===== src/rtl/excp_commit_pkg.sv =====
`default_nettype none
// excp_commit_pkg: exception codes, csr_bus layout and FSM encoding shared by the commit arbiter.
package excp_commit_pkg;

  localparam int ECODE_W    = 6;
  localparam int ESUB_W     = 9;
  localparam int CSR_BUS_WD = 82;

  localparam logic [ECODE_W-1:0] ECODE_INT  = 6'h00;
  localparam logic [ECODE_W-1:0] ECODE_ADEF = 6'h08;
  localparam logic [ECODE_W-1:0] ECODE_ALE  = 6'h09;
  localparam logic [ECODE_W-1:0] ECODE_SYS  = 6'h0B;
  localparam logic [ECODE_W-1:0] ECODE_BRK  = 6'h0C;
  localparam logic [ECODE_W-1:0] ECODE_INE  = 6'h0D;
  localparam logic [ESUB_W-1:0]  ESUB_NONE  = '0;

  // Field order is what the CSR file decodes, MSB first.
  typedef struct packed {
    logic               is_etrn;
    logic               in_excp;
    logic [ECODE_W-1:0] ecode;
    logic [ESUB_W-1:0]  esubcode;
    logic [31:0]        era;
    logic               use_badv;
    logic [31:0]        bad_vaddr;
  } csr_bus_t;

  typedef enum logic [1:0] {
    S_IDLE  = 2'd0,
    S_DRAIN = 2'd1,
    S_ISSUE = 2'd2,
    S_RETRY = 2'd3
  } state_t;

endpackage
`default_nettype wire


===== src/rtl/excp_prio_enc.sv =====
`default_nettype none
// excp_prio_enc: per-slot priority encoder turning one instruction's flags into a csr_bus event.
module excp_prio_enc
  import excp_commit_pkg::*;
(
  input  logic        valid,
  input  logic        intr,
  input  logic        adef,
  input  logic        ine,
  input  logic        sys,
  input  logic        brk,
  input  logic        ale,
  input  logic        ertn,
  input  logic [31:0] pc,
  input  logic [31:0] badv,
  output logic        hit,
  output logic        is_excp,
  output csr_bus_t    evt
);

  always_comb begin
    evt     = '0;
    is_excp = 1'b1;
    if (intr) begin
      evt.ecode = ECODE_INT;
    end else if (adef) begin
      evt.ecode     = ECODE_ADEF;
      evt.esubcode  = ESUB_NONE;
      evt.use_badv  = 1'b1;
      evt.bad_vaddr = pc;
    end else if (ine) begin
      evt.ecode = ECODE_INE;
    end else if (sys) begin
      evt.ecode = ECODE_SYS;
    end else if (brk) begin
      evt.ecode = ECODE_BRK;
    end else if (ale) begin
      evt.ecode     = ECODE_ALE;
      evt.use_badv  = 1'b1;
      evt.bad_vaddr = badv;
    end else begin
      is_excp     = 1'b0;
      evt.is_etrn = ertn;
    end
    evt.in_excp = is_excp;
    evt.era     = pc;
    // An invalid slot carries no event regardless of its flags.
    if (!valid) begin
      evt     = '0;
      is_excp = 1'b0;
    end
    hit = is_excp | evt.is_etrn;
  end

endmodule
`default_nettype wire


===== src/rtl/excp_commit.sv =====
`default_nettype none
// excp_commit: picks the oldest exception/ERTN in the commit pair, drains memory,
// issues the registered csr_bus for one cycle and retries when the CSR file rejects it.
module excp_commit
  import excp_commit_pkg::*;
#(
  parameter int DRAIN_MAX = 15
) (
  input  logic                  clk,
  input  logic                  rst,
  input  logic [1:0]            cm_valid,
  input  logic [63:0]           cm_pc,
  input  logic [1:0]            cm_adef,
  input  logic [1:0]            cm_ine,
  input  logic [1:0]            cm_sys,
  input  logic [1:0]            cm_brk,
  input  logic [1:0]            cm_ale,
  input  logic [1:0]            cm_ertn,
  input  logic [63:0]           cm_badv,
  input  logic                  have_intrpt,
  input  logic                  mem_busy,
  input  logic                  jump_excp_fail,
  output logic [CSR_BUS_WD-1:0] csr_bus,
  output logic [1:0]            commit_kill,
  output logic                  flush,
  output logic                  stall
);

  localparam int CNT_W = $clog2(DRAIN_MAX + 1);

  csr_bus_t         evt0, evt1, sel_evt, evt_q, bus_q;
  logic             hit0, hit1, exc0, exc1, any_hit;
  state_t           state, next_state;
  logic [CNT_W-1:0] cnt;

  excp_prio_enc u_slot0 (
    .valid(cm_valid[0]), .intr(have_intrpt), .adef(cm_adef[0]), .ine(cm_ine[0]),
    .sys(cm_sys[0]), .brk(cm_brk[0]), .ale(cm_ale[0]), .ertn(cm_ertn[0]),
    .pc(cm_pc[31:0]), .badv(cm_badv[31:0]),
    .hit(hit0), .is_excp(exc0), .evt(evt0)
  );

  excp_prio_enc u_slot1 (
    .valid(cm_valid[1]), .intr(1'b0), .adef(cm_adef[1]), .ine(cm_ine[1]),
    .sys(cm_sys[1]), .brk(cm_brk[1]), .ale(cm_ale[1]), .ertn(cm_ertn[1]),
    .pc(cm_pc[63:32]), .badv(cm_badv[63:32]),
    .hit(hit1), .is_excp(exc1), .evt(evt1)
  );

  assign any_hit = hit0 | hit1;
  assign sel_evt = hit0 ? evt0 : evt1;

  always_comb begin
    next_state  = state;
    commit_kill = 2'b00;
    case (state)
      S_IDLE: begin
        if (any_hit) begin
          next_state  = mem_busy ? S_DRAIN : S_ISSUE;
          // An ERTN retires itself; an exception kills itself; slot1 always dies behind slot0.
          commit_kill = hit0 ? {1'b1, exc0} : {exc1, 1'b0};
        end
      end
      S_DRAIN: if (!mem_busy || cnt == CNT_W'(DRAIN_MAX)) next_state = S_ISSUE;
      S_ISSUE: next_state = jump_excp_fail ? S_RETRY : S_IDLE;
      S_RETRY: next_state = S_ISSUE;
      default: next_state = S_IDLE;
    endcase
    if (!rst) commit_kill = 2'b00;
  end

  assign stall   = (state != S_IDLE);
  assign flush   = (state == S_ISSUE) && !jump_excp_fail;
  assign csr_bus = bus_q;

  always_ff @(posedge clk or negedge rst) begin
    if (!rst) begin
      state <= S_IDLE;
      evt_q <= '0;
      bus_q <= '0;
      cnt   <= '0;
    end else begin
      state <= next_state;
      if (state == S_IDLE && any_hit) evt_q <= sel_evt;
      if (next_state == S_ISSUE) bus_q <= (state == S_IDLE) ? sel_evt : evt_q;
      else                       bus_q <= '0;
      // The count includes the first drain cycle, so a stuck mem_busy yields DRAIN_MAX drain cycles.
      if (state == S_IDLE)                                 cnt <= (any_hit && mem_busy) ? CNT_W'(1) : '0;
      else if (state == S_DRAIN && next_state == S_DRAIN) cnt <= cnt + 1'b1;
      else                                                 cnt <= '0;
    end
  end

endmodule
`default_nettype wire


===== config.mk =====
export PLATFORM = sky130hd
export DESIGN_NAME = excp_commit
export DESIGN_NICKNAME = d
export VERILOG_FILES = /design/src/rtl/excp_commit_pkg.sv /design/src/rtl/excp_prio_enc.sv /design/src/rtl/excp_commit.sv
export SDC_FILE = /design/constraint.sdc
export NUM_CORES = 1
export LEC_CHECK = 0
export ABC_AREA = 1
export BUFFER_PORTS_ARGS = -buffer_cell sky130_fd_sc_hd__buf_2
export CELL_PAD_IN_SITES_DETAIL_PLACEMENT = 1
export CELL_PAD_IN_SITES_GLOBAL_PLACEMENT = 1
export CORE_MARGIN = 2
export CORE_UTILIZATION = 35
export DETAILED_ROUTE_END_ITERATION = 6
export PLACE_DENSITY = 0.89
export SYNTH_ARGS = -nofsm -noshare
export SYNTH_HDL_FRONTEND = slang
export SYNTH_SLANG_ARGS = --single-unit

===== constraint.sdc =====
create_clock -name clk -period 1.6 [get_ports clk]
set_input_delay 0.08 -clock clk [delete_from_list [all_inputs] [get_ports clk]]
set_output_delay 0.08 -clock clk [all_outputs]
set_load 0.01 [all_outputs]

# Word-level counts from Yosys, hierarchy flattened
# Cells that the tools add are included.
[totals]
reg_bits = 170
input_bits = 147
out_inout_bits = 86
word_cells = 98
[classes]
n_addsub = 1
n_eq_ne = 6
mux = 63
bitwise_logic = 3
reduce_logical = 9
[ops]
columns = ["cell", "count"]
rows = [
  ["82-bit 2-to-1 mux", 5],
  ["33-bit 2-to-1 mux", 11],
  ["6-bit 2-to-1 mux", 9],
  ["1-bit 2-to-1 mux", 25],
  ["2-bit 2-to-1 mux", 8],
  ["4-bit 2-to-1 mux", 4],
  ["2-bit one-hot mux with 4 select lines", 1],
  ["2-bit == test, second input constant", 3],
  ["4-bit by 1-bit adder with 4-bit output, second input constant", 1],
  ["2-bit by 1-bit == test with 1-bit output, second input constant", 2],
  ["4-bit == test, second input constant", 1],
  ["1-bit logical AND", 4],
  ["1-bit bitwise OR", 3],
  ["1-bit zero test", 2],
  ["2-bit zero test", 1],
  ["2-bit nonzero test", 1],
  ["1-bit logical OR", 1],
]

# Depth between registers and ports, before layout
# Gate-level depths: netlist of run 1.
[depth]
ltp_word = 15
mapped_depth = 14
mapped_depth_nobuf = 13

# Cells and area by module
# Synthesis of run 1 repeated with hierarchy kept, for this count alone.
[hier_totals]
hier_cells = 1520
hier_area_um2 = 10342.4
[modules_own_cells]
columns = ["module", "instances", "cells_each", "area_each_um2"]
rows = [
  ["excp_commit", 1, 1012, 7987.7],
  ["excp_prio_enc", 2, 254, 1177.4],
]

# Worst setup path before layout of run 1
# Ideal clock, no wire load.
[synth_timing]
path_type = "register to register"
startpoint = "reg cnt[0]"
endpoint = "reg bus_q (netlist bit csr_bus[76])"
arrival_time_ns = 1.583
slack_ns = -0.110
stages_incl_launch_ff = 13
path_buffers = 1
period_less_slack_ns = 1.710
cell_sequence = "dfrtp_1 -> ha_1 -> nand2_1 -> inv_1 -> nand2_1 -> nand2_1 -> inv_1 -> nand2_1 -> a21boi_0 -> nand2_4 -> nand2_8 -> buf_12 -> nor2_4"
[synth_between]
elab_chain_len = 6
[synth_lines]
columns = ["item", "line", "rtl"]
rows = [
  ["start, declared", "excp_commit.sv:34", "logic [CNT_W-1:0] cnt;"],
  ["start signal, assigned", "excp_commit.sv:88", "if (state == S_IDLE) cnt <= (any_hit && mem_busy) ? CNT_W'(1) : '0;"],
  ["start signal, assigned", "excp_commit.sv:89", "else if (state == S_DRAIN && next_state == S_DRAIN) cnt <= cnt + 1'b1;"],
  ["4-bit == test", "excp_commit.sv:64", "S_DRAIN: if (!mem_busy || cnt == CNT_W'(DRAIN_MAX)) next_state = S_ISSUE;"],
  ["1-bit logical OR", "excp_commit.sv:64", ""],
  ["2-bit 2-to-1 mux", "excp_commit.sv:64", ""],
  ["2-bit one-hot mux with 4 select lines", "excp_commit.sv:56", "case (state)"],
  ["net next_state[1]", "excp_commit.sv:33", "state_t state, next_state;"],
  ["2-bit == test", "excp_commit.sv:85", "if (next_state == S_ISSUE) bus_q <= (state == S_IDLE) ? sel_evt : evt_q;"],
  ["82-bit 2-to-1 mux", "excp_commit.sv:85", ""],
  ["end signal, assigned", "excp_commit.sv:85", ""],
  ["end, declared", "excp_commit.sv:31", "csr_bus_t evt0, evt1, sel_evt, evt_q, bus_q;"],
]
# The timed path passes the listed nets, and every way through them passes these cells.
# A chain may end at the register's enable or synchronous reset.

# Worst setup path after layout of run 1
[layout_timing]
startpoint = "reg cnt[1]"
endpoint = "reg bus_q (netlist bit csr_bus[18])"
# Same word-level chain as after synthesis.

==> results of run 1 <==
-- cell usage after synthesis --
master	n
o21ai_1	2
buf_12	5
inv_2	4
o21bai_1	3
o21ai_0	42
clkinv_1	1
nand3_1	170
conb_1	1
buf_4	15
a21boi_0	1
nor2_2	23
nand4_1	1
a21o_1	33
inv_1	18
buf_1	10
clkbuf_1	20
nand2_8	1
nor2_1	16
dfrtp_1	148
xor2_1	1
ha_1	1
buf_6	2
a21oi_1	35
buf_2	30
nand3_2	2
or2_2	33
nor2_4	51
nand2_4	3
nand4_2	1
clkinv_2	1
nand2_2	2
nand3b_2	1
nor3_1	3
nand2_1	332
mux2_2	32
-- worst max-delay path: stages (launching register included) --
cell       delay [ps]
dfrtp_1           390
ha_2              200
nand2_2            60
inv_2              40
nand2_2            60
nand2_2            50
inv_2              70
nand2_2            60
a21boi_2          200
nand2_4           170
nand2_8           210
clkbuf_16         200
nor2_4             40
-- worst min path at each step --
stage                         start  slack (ps)         to  depth (start not counted)
final                      cm_pc[9]           7  evt_q[42]                          5
after global routing      cm_pc[25]          50  evt_q[58]                          5
after CTS                  cm_pc[9]           1  evt_q[42]                          5
after detailed placement        rst         -50  evt_q[31]                          1
after global placement          rst         -60  evt_q[77]                          1
after floorplan                 rst        -220     cnt[0]                          0
-- routing by layer --
metal / track usage, % / up-vias / part of all wire, %
met2: 44.71 / 297 / 52
met4: 11.38 / 0 / 3.9
li1: - / 3888 / -
met1: 28.97 / 4257 / 39
met3: 4.623 / 81 / 4.9
met5: 0 / - / 0
-- registers in the layout, summed over array words and instances, names as in the netlist --
name / flops
evt_q: 71
csr_bus: 71
state: 2
cnt: 4
-- cell families after synthesis --
group | after synthesis | synth area share [%]
compound gates | 116 | 7.860
buf+inv | 106 | 6.881
mux | 32 | 4.208
simple gates | 639 | 37.52
flops | 148 | 43.24
xor+xnor | 1 | 0.1023
other cells | 1 | 0.04379
fa+ha+maj | 1 | 0.1461
-- stage by stage --
| stage | total power, mW | hold slack [ps] | util, % | instance area [um2] | std cells |
|---|---|---|---|---|---|
| floorplan | 12.82 | -215.6 | - | 8618 | 1054 |
| global placement | 15.90 | -56.47 | 42.73 | 10330 | 1566 |
| detailed placement | 16.34 | -53.74 | 42.73 | 10330 | 1566 |
| CTS | 21.60 | 1.219 | 46.36 | 11210 | 1618 |
| global route | 23.76 | 45.02 | 47.52 | 11490 | 1630 |
| finish | 22.56 | 6.551 | 47.52 | 11490 | 1630 |
-- area by class of cell --
type | count | area (um2)
Clock inverter | 14 | 142.6
Multi-Input combinational cell | 802 | 4433
Inverter | 24 | 105.1
Sequential cell | 148 | 3705
Tap cell | 324 | 405.4
Fill cell | 2908 | 12690
Timing Repair Buffer | 300 | 2260
Clock buffer | 18 | 439.2
-- power breakdown --
part	leakage, nW	switching [mW]	internal [mW]
sequential	1.96	0.821	5.41
combinational	3.87	6.93	5.36
clock	0.282	1.80	2.23
-- repair_timing --
action	in CTS	in global routing
gates cloned	6	6
hold buffers	4	0
setup buffers	10	8
endpoints found under the setup margin	108	126
pin swaps	2	12
resized for setup	7	28
hold endpoints to repair	152	0
==> impl_metrics.env, run 1 <==
export IMPL_start_util_pct=35.42
export IMPL_clock_latency_ps=430
export IMPL_dpl_hpwl_um=21080
export IMPL_grt_total_usage_pct=24.97
export IMPL_synth_top_area_share_pct=43.24
export IMPL_dieHeight_um=160.4
export IMPL_fmax_ghz=0.5353
export IMPL_std_cell_rows=57
export IMPL_skew_ps=9.469
export IMPL_synth_area_um2=8564
export IMPL_antenna_cells=0
export IMPL_grt_overflow_total=0
export IMPL_worst_hold_path_type="input port to flop"
export IMPL_cts_tree="done"
export IMPL_die_x_um=160.4
export IMPL_slew_viol_final=0
export IMPL_rsz0062_at_grt="true"
export IMPL_worst_pin_slew_ps=639.1
export IMPL_htreeDepth=4
export IMPL_drtIter0Drc=496
export IMPL_wl_um=32950
export IMPL_required_ps=1910
export IMPL_p_leak_nw=6.112
export IMPL_clk_pin_slew_ps=70
export IMPL_violations="negative setup slack"
export IMPL_cts_sinks=148
export IMPL_num_io_pins=233
export IMPL_timing_rr_start="cnt[1]"
export IMPL_crit_end="csr_bus[18]"
export IMPL_grt_pass1_vias=9371
export IMPL_yosysSeqAreaShare_pct=43.24
export IMPL_min_period_ps=1868
export IMPL_r2r_end="csr_bus[18]"
export IMPL_portBuffers=221
export IMPL_synth_seq_cells=148
export IMPL_arrival_ps=2180
export IMPL_period_share_pct=116.8
export IMPL_power_density_nw_per_um2=1963
export IMPL_crit_fanout=6
export IMPL_end_kind="flop"
export IMPL_post_drt_wl_per_cell_um=20.21
export IMPL_tns_ps=-14130
export IMPL_rr_worst_depth=12
export IMPL_synth_top_area_cell="dfrtp_1"
export IMPL_startpoint_type="flop"
export IMPL_hold_violations=0
export IMPL_path_class="flop to flop"
export IMPL_relSlewSlack_pct=57.39
export IMPL_dr_pass1_iters=4
export IMPL_synth_distinct_cells=35
export IMPL_nNetsFinal=1441
export IMPL_postRouteAntennaNets=0
export IMPL_setup_viol=72
export IMPL_via_count=8523
export IMPL_synth_area_per_cell_um2=8.204
export IMPL_final_common_cell="nand2_1"
export IMPL_layout_common_cells="326 x nand2_1, 219 x buf_2, 168 x nand3_1, 147 x dfrtp_1, 57 x nor2_4"
export IMPL_ir_drop_uv=659.7
export IMPL_cts_buffers=17
export IMPL_grt_max_degree=112
export IMPL_drive_above_1_share_pct=38.44
export IMPL_cts_root_buf="clkbuf_16"
export IMPL_die_area_um2=25740
export IMPL_max_cap_viol_count=0
export IMPL_crit_start="cnt[1]"
export IMPL_ys_warn_count=0
export IMPL_outcome="finished, violations left"
export IMPL_via_per_inst=5.229
export IMPL_grt_pass1_wl_um=50050
export IMPL_reg2reg_setup_slack_ps=-270
export IMPL_synth_area_leaders="dfrtp_1 43%, nand2_1 15%, nand3_1 9.9%, nor2_4 6.7%, mux2_2 4.2%"
export IMPL_area_delta_synth_final_pct=34.16
export IMPL_fin_ws_ps=-268.1
export IMPL_syn_instance_count=1044
export IMPL_routabilityCongestion=0.8345
export IMPL_drc=0
export IMPL_pre_cts_ws_ps=-221.5
export IMPL_fp_coreArea_um2=24180
export IMPL_cts_buffer_depth=2
export IMPL_antenna_found_initial=0
Note: power is estimated with default switching activity, not from simulation.
==> inputs of run 2 (changes only) <==
--- a/config.mk
+++ b/config.mk
@@ -10,9 +10,10 @@
 export CELL_PAD_IN_SITES_DETAIL_PLACEMENT = 1
 export CELL_PAD_IN_SITES_GLOBAL_PLACEMENT = 1
 export CORE_MARGIN = 2
-export CORE_UTILIZATION = 35
+export CORE_UTILIZATION = 39
 export DETAILED_ROUTE_END_ITERATION = 6
-export PLACE_DENSITY = 0.89
+export HOLD_SLACK_MARGIN = 0.1
+export PLACE_DENSITY = 0.93
 export SYNTH_ARGS = -nofsm -noshare
 export SYNTH_HDL_FRONTEND = slang
 export SYNTH_SLANG_ARGS = --single-unit
==> constraint.sdc (replaced) <==
create_clock -name clk -period 1.81 [get_ports clk]
set_input_delay 0.0905 -clock clk [delete_from_list [all_inputs] [get_ports clk]]
set_output_delay 0.0905 -clock clk [all_outputs]
set_load 0.01 [all_outputs]
==> impl_metrics.env, run 2 (synthesis results as in run 1) <==
export IMPL_outcome="finished, violations left"
export IMPL_violations="negative setup slack"
export IMPL_crit_fanout=5
export IMPL_antenna_cells=0
export IMPL_cts_sinks=148
export IMPL_max_cap_viol_count=0
export IMPL_fin_ws_ps=-63.98
export IMPL_startpoint_type="flop"
export IMPL_layout_common_cells="329 x nand2_1, 220 x buf_2, 169 x nand3_1, 147 x dfrtp_1, 72 x dlygate4sd3_1"
export IMPL_rsz0062_at_grt="true"
export IMPL_max_stage_delay_ps=390
export IMPL_postRouteAntennaNets=0
export IMPL_busiest_layer="met2"
export IMPL_power_density_nw_per_um2=1654
export IMPL_cts_root_buf="clkbuf_16"
export IMPL_grt_pass1_wl_um=52720
export IMPL_routabilityCongestion=0.8491
export IMPL_min_period_ps=1874
export IMPL_worst_hold_path_type="input port to flop"
export IMPL_use_met1_pct=34.43
export IMPL_nNetsFinal=1491
export IMPL_setup_viol=16
export IMPL_grt_pass1_vias=9723
export IMPL_grt_overflow_total=0
export IMPL_cts_buffer_depth=2
export IMPL_p_leak_nw=6.271
export IMPL_area_delta_synth_final_pct=37.98
export IMPL_required_ps=2110
export IMPL_num_io_pins=233
export IMPL_slew_viol_final=0
export IMPL_wl_um=34480
export IMPL_grt_total_usage_pct=28.94
export IMPL_power_mw=19.54
export IMPL_fmax_ghz=0.5336
export IMPL_pre_cts_ws_ps=-87.28
export IMPL_start_util_pct=39.49
export IMPL_drc=0
export IMPL_ir_drop_uv=693.6
export IMPL_dr_pass1_iters=4
export IMPL_end_kind="flop"
export IMPL_via_count=8942
export IMPL_path_cells="ha_2 > nand2_2 > inv_2 > nand2_1 > nand2_1 > inv_2 > nand3_2 > nand2_2 > inv_2 > nand2_4 > clkinv_4 > nand2_8 > buf_12 > buf_12 > buf_12 > nor2_4"
export IMPL_drive_above_1_share_pct=34.98
export IMPL_die_area_um2=23160
export IMPL_clk_pin_slew_ps=60
export IMPL_post_drt_wl_per_cell_um=21.09
export IMPL_hold_violations=0
export IMPL_grt_use_met3_pct=4.437
export IMPL_htreeDepth=4
export IMPL_dieHeight_um=152.2
export IMPL_via_per_inst=5.469
export IMPL_grt_max_degree=71
export IMPL_arrival_ps=2170
export IMPL_cts_tree="done"
export IMPL_fp_coreArea_um2=21690
export IMPL_dpl_hpwl_um=20600
export IMPL_antenna_found_initial=0
export IMPL_cts_buffers=17
export IMPL_skew_ps=14.38
export IMPL_grt_use_met2_pct=50.28
export IMPL_critPathSlowestCell="dfrtp_1"
export IMPL_portBuffers=221
export IMPL_die_x_um=152.2
export IMPL_std_cell_rows=54
export IMPL_clock_latency_ps=430
export IMPL_path_class="flop to flop"
export IMPL_period_share_pct=103.5
export IMPL_final_common_cell="nand2_1"
export IMPL_drtIter0Drc=515
==> run 2: cell types whose count changed in the layout (fill, tap and decap cells not counted), moves of 3 or more <==
cell / change
buf_12: -7
buf_6: -4
dlygate4sd3_1: +68
nand2_1: +3
inv_8: -4
buf_4: -6
nor2_2: -3
nor2_4: +3
clkbuf_1: +4
inv_6: -5
==> run 2: cell type report <==
class / instances / area, um2
Multi-Input combinational cell: 800 / 4394
Tap cell: 280 / 350.3
Inverter: 24 / 95.09
Clock inverter: 8 / 102.6
Sequential cell: 148 / 3705
Clock buffer: 23 / 467.9
Timing Repair Buffer: 352 / 2703
Fill cell: 2615 / 9871
==> run 2: what timing repair did <==
item,4_1_cts,5_1_grt
gates resized for setup,16,19
buffers inserted,16,2
hold buffers,72,0
cloned,3,3
endpoints found under the setup margin,73,86
pin swaps,8,12
hold endpoints to repair,203,0
==> run 2: where the power goes <==
| part | switching [mW] | internal [mW] | leakage [nW] |
|---|---|---|---|
| clock network | 1.44 | 2.10 | 0.273 |
| logic | 5.98 | 4.44 | 4.03 |
| registers | 0.800 | 4.79 | 1.96 |
| total | 8.22 | 11.3 | 6.27 |
==> run 2: path summary, 6_finish.rpt <==
path	endpoint	cells after the start	from	slack [ps]
max in group asynchronous	evt_q[19]	3	rst	1000
max	csr_bus[5]	16	cnt[0]	-60
max reg2reg	csr_bus[5]	16	cnt[0]	-60
min reg2reg	evt_q[23]	1	evt_q[23]	470
min in group asynchronous	csr_bus[62]	2	rst	120
min	evt_q[44]	5	cm_pc[43]	110
==> run 2: critical path, delay by kind of cell (launching register included) <==
kind	cells	cell delay [ps]
buf+inv	7	620
fa+ha+maj	1	200
simple gates	8	540
flops	1	390
==> run 2: through the flow <==
step / TNS, ps / instance area, um2 / hold slack, ps / instances / util (%)
2_1_floorplan: 0 / 8602 / -205.1 / 1054 / -
3_3_place_gp: -461.1 / 10100 / -31.80 / 1512 / 46.56
3_5_place_dp: -3445 / 10100 / -30.06 / 1512 / 46.56
4_1_cts: -921.4 / 11670 / 101.6 / 1633 / 53.82
5_1_grt: -5559 / 11820 / 124.8 / 1635 / 54.49
6_report: -430.7 / 11820 / 105.7 / 1635 / 54.49
==> run 2: routing by layer <==
metal  wire length (um)  vias to the layer above
met5                  0                        -
met2              17790                      396
met3               1781                      120
met1              13210                     4442
met4               1696                        0
li1                   -                     3984
==> inputs of run 3 (changes only) <==
--- a/config.mk
+++ b/config.mk
@@ -7,10 +7,8 @@
 export LEC_CHECK = 0
 export ABC_AREA = 1
 export BUFFER_PORTS_ARGS = -buffer_cell sky130_fd_sc_hd__buf_2
-export CELL_PAD_IN_SITES_DETAIL_PLACEMENT = 1
-export CELL_PAD_IN_SITES_GLOBAL_PLACEMENT = 1
 export CORE_MARGIN = 2
-export CORE_UTILIZATION = 39
+export CORE_UTILIZATION = 53
 export DETAILED_ROUTE_END_ITERATION = 6
 export HOLD_SLACK_MARGIN = 0.1
 export PLACE_DENSITY = 0.93
==> impl_metrics.env, run 3 (synthesis results as in run 1) <==
export IMPL_final_common_cell="nand2_1"
export IMPL_slew_viol_final=0
export IMPL_hold_violations=0
export IMPL_clock_latency_ps=430
export IMPL_die_x_um=131.1
export IMPL_start_util_pct=54.11
export IMPL_drtIter0Drc=1094
export IMPL_power_mw=18.78
export IMPL_power_density_nw_per_um2=1598
export IMPL_comb_power_share_pct=52.8
export IMPL_postRouteAntennaNets=0
export IMPL_nNetsFinal=1502
export IMPL_path_cells="ha_2 > nand2_2 > inv_2 > nand2_1 > nand2_1 > inv_2 > nand3_2 > nand2_1 > inv_1 > nand2_2 > clkinv_4 > nand2_8 > buf_12 > buf_16 > nor2_4"
export IMPL_drive_above_1_share_pct=34.07
export IMPL_cts_buffer_depth=2
export IMPL_critical_path_top_delay_family="simple AND/OR/NAND/NOR gates"
export IMPL_cts_tree="done"
export IMPL_htreeDepth=4
export IMPL_setup_viol=33
export IMPL_routabilityCongestion=0.9076
export IMPL_dr_pass1_iters=7
export IMPL_worst_pin_slew_ps=905.4
export IMPL_fin_cells=1583
export IMPL_dieHeight_um=131.1
export IMPL_end_kind="flop"
export IMPL_period_share_pct=101.7
export IMPL_max_cap_viol_count=0
export IMPL_cp_buffers_inverters=6
export IMPL_cts_buffers=17
export IMPL_grt_total_usage_pct=32.41
export IMPL_drc=0
export IMPL_wl_um=30110
export IMPL_outcome="finished, violations left"
export IMPL_clk_pin_slew_ps=60
export IMPL_switchingPower_mw=7.796
export IMPL_required_ps=2120
export IMPL_place_area_um2=9922
export IMPL_num_io_pins=233
export IMPL_critPathSlowestCell="dfrtp_1"
export IMPL_switching_share_pct=41.51
export IMPL_max_stage_delay_ps=400
export IMPL_die_area_um2=17190
export IMPL_area_delta_synth_final_pct=37.27
export IMPL_pwr_share_clk_pct=17.9
export IMPL_path_class="flop to flop"
export IMPL_seq_power_share_pct=29.3
export IMPL_nFillCells=996
export IMPL_crit_path_frequent_cell="nand2_1"
export IMPL_pre_cts_ws_ps=-36.68
export IMPL_grt_pass1_vias=9175
export IMPL_skew_ps=10.51
export IMPL_dp_cells=1442
export IMPL_worst_hold_path_type="input port to flop"
export IMPL_route_met3_wl_um=2634
export IMPL_portBuffers=221
export IMPL_wl_met1_um=10770
export IMPL_ir_drop_uv=1152
export IMPL_antenna_found_initial=2
export IMPL_final_cell_area_um2=11760
export IMPL_violations="negative setup slack"
export IMPL_cts_sinks=148
export IMPL_startpoint_type="flop"
export IMPL_fmax_ghz=0.5434
export IMPL_tns_ps=-422.5
export IMPL_min_period_ps=1840
export IMPL_crit_fanout=8
export IMPL_layout_common_cells="330 x nand2_1, 220 x buf_2, 168 x nand3_1, 148 x dfrtp_1, 86 x dlygate4sd3_1"
export IMPL_via_count=9236
export IMPL_dpl_hpwl_um=16690
export IMPL_via_per_inst=5.834
export IMPL_fp_coreArea_um2=15830
export IMPL_grt_pass1_wl_um=44500
export IMPL_grt_max_degree=119
export IMPL_p_leak_nw=6.301
export IMPL_relSlewSlack_pct=39.44
export IMPL_post_drt_wl_per_cell_um=19.02
export IMPL_cts_root_buf="clkbuf_16"
export IMPL_arrival_ps=2150
export IMPL_dr_wl_met2_um=14480
export IMPL_highest_layer="met4"
export IMPL_fin_ws_ps=-30.32
export IMPL_grt_overflow_total=0
export IMPL_rsz0062_at_grt="true"
export IMPL_std_cell_rows=46
export IMPL_internal_power_mw=10.99
## run 3: cell types whose count changed in the layout (fill, tap and decap cells not counted), sizes merged
cell	before	now
bufinv	2	1
buf	275	269
clkbuf	26	30
bufbuf	2	1
diode	0	2
clkinvlp	2	0
dlygate4sd3	72	86
dlymetal6s4s	0	2
## run 3: layer usage
layer  track usage [%]  vias up
met5                 0        -
met4             23.49        0
met3             5.285      195
met2             53.01      707
met1             38.91     4323
li1                  -     4011
## run 3: power by group through the flow
stage / combinational, mW / clock, mW / sequential, mW
2_1_floorplan: 5.62 / 0 / 5.69
3_3_place_gp: 7.91 / 0 / 5.42
3_5_place_dp: 8.20 / 0 / 5.44
4_1_cts: 8.63 / 3.37 / 5.43
5_1_grt: 10.5 / 3.51 / 5.63
6_report: 9.92 / 3.35 / 5.51
## run 3: path summary, 6_finish.rpt
check / from / end / slack, ps / cells past startpoint
min in group asynchronous: rst / csr_bus[63] / 250 / 3
max reg2reg: cnt[0] / csr_bus[8] / -30 / 15
max: cnt[0] / csr_bus[8] / -30 / 15
min reg2reg: evt_q[25] / evt_q[25] / 470 / 1
min: cm_pc[57] / csr_bus[58] / 100 / 5
max in group asynchronous: rst / cnt[3] / 280 / 3
## run 3: per-stage QoR
stage | hold slack [ps] | util, %
final | 95.57 | 74.28
after global routing | 121.9 | 74.28
after CTS | 100.7 | 72.04
after detailed placement | -54.58 | 62.69
after global placement | -55.48 | 62.69
after floorplan | -205.1 | -
## run 3: timing repair
action	4_1_cts	5_1_grt
gates cloned	1	5
gates resized for setup	3	26
pin swaps	1	10
hold buffers	88	0
endpoints found under the setup margin	65	102
setup buffers	2	13
hold endpoints to repair	209	0
## run 3: worst min-delay path: stages
cell and delay (ps):
buf_2 120, nand3_1 100, nand3_1 70, nand2_1 70
nor2_2 40
## run 3: layout make-up
class | count | area (um2) | share of cell area (%)
Clock inverter | 5 | 50.05 | 0.4257
Timing Repair Buffer | 363 | 2743 | 23.33
Multi-Input combinational cell | 800 | 4394 | 37.38
Sequential cell | 148 | 3704 | 31.50
Inverter | 24 | 95.09 | 0.8089
Tap cell | 216 | 270.3 | 2.299
Clock buffer | 25 | 495.5 | 4.215
Antenna cell | 2 | 5.005 | 0.04257
